===== config.mk =====
export PLATFORM = sky130hd
export DESIGN_NAME = uart_rx_fifo
export DESIGN_NICKNAME = d
export VERILOG_FILES = /design/src/rtl/uart_rx_fifo.sv
export SDC_FILE = /design/constraint.sdc
export NUM_CORES = 1
export LEC_CHECK = 0
export CORE_MARGIN = 4
export CORE_UTILIZATION = 48
export DETAILED_ROUTE_END_ITERATION = 6
export DONT_BUFFER_PORTS = 1
export PLACE_DENSITY = 0.75
export SLEW_MARGIN = 25
export SYNTH_ARGS = -nofsm -noshare
export SYNTH_HDL_FRONTEND = slang
export SYNTH_SLANG_ARGS = --single-unit

===== constraint.sdc =====
create_clock -name clk -period 4.3 [get_ports clk]
set_input_delay 0.86 -clock clk [delete_from_list [all_inputs] [get_ports clk]]
set_output_delay 0.86 -clock clk [all_outputs]
set_load 0.02 [all_outputs]

===== src/rtl/uart_rx_fifo.sv =====
// 8N1 UART receiver with a show-ahead byte FIFO and RTS flow control.
// Define UART_RX_PARITY_EN to add an even-parity bit between data and stop.
module uart_rx_fifo #(
    parameter int CLKFREQ    = 28000000,
    parameter int BAUD       = 115200,
    parameter int DEPTH_LOG2 = 4,
    parameter int RTS_MARGIN = 4
) (
    input  logic       clk,
    input  logic       reset_n,
    input  logic       uart_rx,
    output logic       uart_rts,
    output logic [7:0] rx_data,
    output logic       rx_valid,
    input  logic       rx_read,
    input  logic       clr_err,
    output logic       framing_err,
    output logic       overrun_err,
    output logic       parity_err,
    output logic [2:0] dbg_state
);
    localparam int BITCYC  = CLKFREQ / BAUD;
    localparam int HALFCYC = BITCYC / 2;
    localparam int CW      = $clog2(BITCYC) + 1;
    localparam int DEPTH   = 2 ** DEPTH_LOG2;
    // Counter expires at zero, so loads are one short of the wanted interval.
    localparam logic [CW-1:0]         HALF_LD  = CW'(HALFCYC - 1);
    localparam logic [CW-1:0]         BIT_LD   = CW'(BITCYC - 1);
    localparam logic [CW-1:0]         CNT_DEC  = CW'(1);
    localparam logic [DEPTH_LOG2:0]   CNT_ONE  = (DEPTH_LOG2+1)'(1);
    localparam logic [DEPTH_LOG2:0]   CNT_FULL = (DEPTH_LOG2+1)'(DEPTH);
    localparam logic [DEPTH_LOG2:0]   RTS_LVL  = (DEPTH_LOG2+1)'(DEPTH - RTS_MARGIN);
    localparam logic [DEPTH_LOG2-1:0] PTR_ONE  = DEPTH_LOG2'(1);

    typedef enum logic [2:0] {
        S_IDLE   = 3'd0,
        S_START  = 3'd1,
        S_DATA   = 3'd2,
        S_PARITY = 3'd3,
        S_STOP   = 3'd4,
        S_BREAK  = 3'd5
    } state_t;

    logic                  rx_meta_q, rxs_q;
    state_t                state_q, state_d;
    logic [CW-1:0]         cnt_q, cnt_d;
    logic [2:0]            bit_idx_q, bit_idx_d;
    logic [7:0]            shift_q, shift_d;
    logic                  par_bad_q, par_bad_d;
    logic                  expire;
    logic                  push_req, frame_ev, parity_ev;

    logic [7:0]            mem_q [DEPTH];
    logic [DEPTH_LOG2-1:0] wr_ptr_q, rd_ptr_q;
    logic [DEPTH_LOG2:0]   count_q, count_d;
    logic                  push, pop, full, overrun_ev;
    logic                  rts_q, fe_q, oe_q, pe_q;

    always_ff @(posedge clk or negedge reset_n) begin
        if (!reset_n) begin
            rx_meta_q <= 1'b1;
            rxs_q     <= 1'b1;
        end else begin
            rx_meta_q <= uart_rx;
            rxs_q     <= rx_meta_q;
        end
    end

    always_ff @(posedge clk or negedge reset_n) begin
        if (!reset_n) begin
            state_q   <= S_IDLE;
            cnt_q     <= '0;
            bit_idx_q <= '0;
            shift_q   <= '0;
            par_bad_q <= 1'b0;
        end else begin
            state_q   <= state_d;
            cnt_q     <= cnt_d;
            bit_idx_q <= bit_idx_d;
            shift_q   <= shift_d;
            par_bad_q <= par_bad_d;
        end
    end

    assign expire = (cnt_q == '0);

    always_comb begin
        state_d   = state_q;
        cnt_d     = expire ? cnt_q : cnt_q - CNT_DEC;
        bit_idx_d = bit_idx_q;
        shift_d   = shift_q;
        par_bad_d = par_bad_q;
        case (state_q)
            S_IDLE: if (!rxs_q) begin
                state_d = S_START;
                cnt_d   = HALF_LD;
            end
            S_START: if (expire) begin
                if (!rxs_q) begin
                    state_d   = S_DATA;
                    cnt_d     = BIT_LD;
                    bit_idx_d = '0;
                    par_bad_d = 1'b0;
                end else begin
                    state_d = S_IDLE;
                end
            end
            S_DATA: if (expire) begin
                shift_d   = {rxs_q, shift_q[7:1]};
                cnt_d     = BIT_LD;
                bit_idx_d = bit_idx_q + 3'd1;
                if (bit_idx_q == 3'd7) begin
`ifdef UART_RX_PARITY_EN
                    state_d = S_PARITY;
`else
                    state_d = S_STOP;
`endif
                end
            end
`ifdef UART_RX_PARITY_EN
            S_PARITY: if (expire) begin
                par_bad_d = ^{rxs_q, shift_q};
                cnt_d     = BIT_LD;
                state_d   = S_STOP;
            end
`endif
            S_STOP: if (expire) state_d = rxs_q ? S_IDLE : S_BREAK;
            S_BREAK: if (rxs_q) state_d = S_IDLE;
            default: state_d = S_IDLE;
        endcase
    end

    // A byte with bad parity is still stop-checked but never pushed.
    always_comb begin
        push_req = (state_q == S_STOP) && expire && rxs_q && !par_bad_q;
        frame_ev = (state_q == S_STOP) && expire && !rxs_q;
`ifdef UART_RX_PARITY_EN
        parity_ev = (state_q == S_PARITY) && expire && (^{rxs_q, shift_q});
`else
        parity_ev = 1'b0;
`endif
    end

    assign dbg_state = state_q;

    // A pop in the same cycle frees the slot, so a full FIFO still accepts the push.
    assign full       = (count_q == CNT_FULL);
    assign pop        = rx_read && (count_q != '0);
    assign push       = push_req && (!full || pop);
    assign overrun_ev = push_req && full && !pop;

    always_comb begin
        count_d = count_q;
        if (push && !pop)      count_d = count_q + CNT_ONE;
        else if (pop && !push) count_d = count_q - CNT_ONE;
    end

    always_ff @(posedge clk or negedge reset_n) begin
        if (!reset_n) begin
            for (int i = 0; i < DEPTH; i++) mem_q[i] <= '0;
            wr_ptr_q <= '0;
            rd_ptr_q <= '0;
            count_q  <= '0;
            rts_q    <= 1'b1;
            fe_q     <= 1'b0;
            oe_q     <= 1'b0;
            pe_q     <= 1'b0;
        end else begin
            if (push) begin
                mem_q[wr_ptr_q] <= shift_q;
                wr_ptr_q        <= wr_ptr_q + PTR_ONE;
            end
            if (pop) rd_ptr_q <= rd_ptr_q + PTR_ONE;
            count_q <= count_d;
            rts_q   <= (count_q >= RTS_LVL);
            fe_q    <= (fe_q & ~clr_err) | frame_ev;
            oe_q    <= (oe_q & ~clr_err) | overrun_ev;
            pe_q    <= (pe_q & ~clr_err) | parity_ev;
        end
    end

    assign rx_data     = mem_q[rd_ptr_q];
    assign rx_valid    = (count_q != '0);
    assign uart_rts    = rts_q;
    assign framing_err = fe_q;
    assign overrun_err = oe_q;
    assign parity_err  = pe_q;
endmodule


==> summary.md <==
| Metric | Value |
|---|---|
| Syn-to-layout area delta | 8.61% |
| DRT iter0 DRCs | between 200 and 250 |
| Routed len/inst | around 21 um |
| Die X | between 100 and 150 um |
| Flop and latch count out of synthesis | 170 |
| Period utilization | 0.852 |
| CTS Buf Count | 17 |
| Fill cells | 1423 |
| Clock Sink Count | 170 |
| Outcome | finished clean |
| Max Root-Sink Buffers | 2 |
| Die height | 141 um |
| CP peak stage delay | between 500 and 600 ps |
| Critical R2R Capture | count_q[4] |
| Hold buffers post-CTS | 0 |
| R2r setup slk | between 600 and 700 ps |
| Initial antenna violation count | 0 |
| Mapped Cells | around 560 |
| Top cells by count, synth | dfrtp_1, mux2_4, mux2_2, mux4_2, nand2_1 |
| P per Cell Area | around 340 nW/um^2 |
| Detailed-route via count | ~4700 |
| CP max FO | 6 |
| RSZ-0062 raised after global routing | false |
| Worst-skew pair later-pin latency | 430 ps |
| Synth area leader | dfrtp_1 |
| Syn_nets | 581 |
| Maxcap violations | 0 |
| EDFF count, synth | 0 |
| Via/cell ratio | 5.92 |
| Syn Std Cell Area | around 8500 um^2 |
| Max transition margin | 0.336 |
| Final wirelength | between 15000 and 20000 um |
| Initial Util | 0.490 |
| IO Port Bufs | 0 |
| Max Clock Freq | about 270 MHz |
| Nets@finish | ~570 |
| Detailed Place HPWL | ~11000 um |
| Cell row count | 48 |
| Setup ws final | approximately 640 ps |
| Fin Setup TNS | 0 ps |
| Worst setup SP type | flip-flop |
| Reg2reg path depth | 11 |
| Worst Clk Skew | 8.40 ps |
| GR Overflow Total | 0 |
| Synth top area share | 0.493 |
| Router iterations before antenna repair | 5 |
| Most common cell in the netlist | dfrtp_1 |
| Top_reg_cell synth | dfrtp_1 |
| Crit path buffers/inverters | 2 |
| # setup viols final | 0 |
| CP required | about 4600 ps |
| CTS tree | yes |
| Post-route ant nets | 0 |
| DIE AREA | around 20000 um^2 |
| Slowest cell on crit path | or4b_1 |
| GRT Util Overall | 0.179 |
| Core Box Area | between 15000 and 20000 um^2 |
| CP delay by family, top | simple AND/OR/NAND/NOR gates |
| Leakage | ~0.0045 uW |
| Place WS | between 600 and 700 ps |
| Synth cell types | 60 |
| RD Place Congestion | 0.848 |
| CTS clock-pin slew for the worst setup and hold paths | around 60 ps |
| PostCTS Resize Cnt | 0 |
| Yosys Warn Count | 0 |
| H-Tree Depth | 4 |
| Worst Hold Class | input pin to asynchronous set/reset pin |
| Number of global-route vias before repair | approximately 5100 |
| Diode count | 0 |
| Synth top area cells | dfrtp_1, mux2_4, mux4_2 |
| Overall Power | between 3000 and 4000 uW |
| Post-CTS Setup Bufs | 0 |
| Least-Margin Pin Slew | between 900 and 1000 ps |
| Global-route wire length before repair | approximately 28000 um |
| Reg2reg start | cnt_q[0] |
| Critical path, cell by cell | inv_1, ha_1, or4b_1, nor3_1, and2_0, ha_1, inv_1, fa_1, a21o_1, a2111oi_0, o31ai_1 |
| Share of layout cells above drive strength 1 | 0.410 |
| DRC violations left | 0 |
| Root Buffer | clkbuf_16 |
| Max-slew violations | 0 |
| Endpoint type of the worst setup path | flip-flop |
| Crit Path Class | flip-flop to flip-flop |
| Crit path time final | roughly 3700 ps |
| Max VDD drop | roughly 0.0003 V |
| Fin. Hold Viols | 0 |
| Largest net degree at the start of global routing | 171 |
| Critical Path AT | roughly 4000 ps |
| Seq/Total Area, Yosys | 0.503 |
| Syn avg cell area | 15.1 um^2 |
| IO Count | 21 |
| Asr flop ratio synth | 1.00 |
==> cells in the final DEF, fill, tap and decap left out, types with 6 or more instances in the layout <==
cell type and count:
clkbuf_8 6, mux2_4 80, buf_4 7, clkbuf_16 17, mux4_2 32, nand3_4 10, mux2_2 59, nor2b_1 6
ha_1 14, xnor2_1 11, nand2_1 23, nor3_1 7, o21ai_0 7, nor2_1 11, a22oi_1 18, dfrtp_1 166
inv_1 10, a21oi_1 8
==> how the worst max path moves through the flow <==
stage,from,endpoint,cells past startpoint,slack [ps]
floorplan,rxs_q,count_q[4],10,1090
global placement,cnt_q[0],count_q[4],11,850
detailed placement,cnt_q[0],count_q[4],11,660
CTS,cnt_q[0],count_q[4],11,670
global route,cnt_q[0],count_q[4],11,450
finish,cnt_q[0],count_q[4],11,640
==> layer usage <==
layer  vias to the layer above  routed length [um]  global-route usage
li1                       2075                   -                   -
met1                      2506                7740               0.243
met2                        80                8250               0.291
met3                        22                 492              0.0387
met4                         0                 251              0.0566
met5                         -                   0                   0
==> cell families (layout without fill, tap and decap cells) <==
family | Yosys count | count (layout) | share of synthesized area
buf+inv | 44 | 49 | 0.0291
mux | 174 | 174 | 0.309
fa+ha+maj | 15 | 15 | 0.0230
xor+xnor | 12 | 12 | 0.0124
flops | 170 | 170 | 0.503
compound gates | 54 | 54 | 0.0474
simple gates | 92 | 92 | 0.0762
==> where the power goes <==
part	internal, uW	switching (uW)	total (uW)
clock	941	603	1540
sequential	1600	1.36	1600
combinational	1.01	1.32	2.34
total	2540	605	3150
==> state kept, by name, summed over array words and instances (netlist names) <==
signal,cells
rd_ptr_q,4
rxs_q,1
uart_rts,1
mem_q,128
count_q,5
shift_q,8
overrun_err,1
parity_err,1
cnt_q,9
wr_ptr_q,4
bit_idx_q,3
framing_err,1
dbg_state,3
rx_meta_q,1
==> area by class of cell <==
| type | instances | area (um^2) | area share |
|---|---|---|---|
| Clock inverter | 7 | 87.6 | 0.00952 |
| Inverter | 11 | 41.3 | 0.00449 |
| Sequential cell | 170 | 4260 | 0.463 |
| Tap cell | 225 | 282 | 0.0306 |
| Clock buffer | 24 | 512 | 0.0556 |
| Multi-Input combinational cell | 347 | 3960 | 0.431 |
| Timing Repair Buffer | 7 | 52.6 | 0.00571 |
==> worst register-to-register path, delay by kind of cell (launching register included) <==
| family | cells | cell delay [ps] |
|---|---|---|
| AO/OA/AOI/OAI | 3 | 800 |
| AND/OR/NAND/NOR | 3 | 1240 |
| flip-flops | 1 | 400 |
| buffers and inverters | 2 | 250 |
| adder cells (fa/ha/maj) | 3 | 840 |
==> metrics by stage <==
step,instance area (um^2),hold slack [ps],std cells,utilization
floorplan,8470,345,561,-
global placement,8600,354,760,0.497
detailed placement,8600,352,760,0.497
CTS,9200,107,791,0.532
global route,9200,103,791,0.532
finish,9200,124,791,0.532
Note: power is estimated with default switching activity, not from simulation.
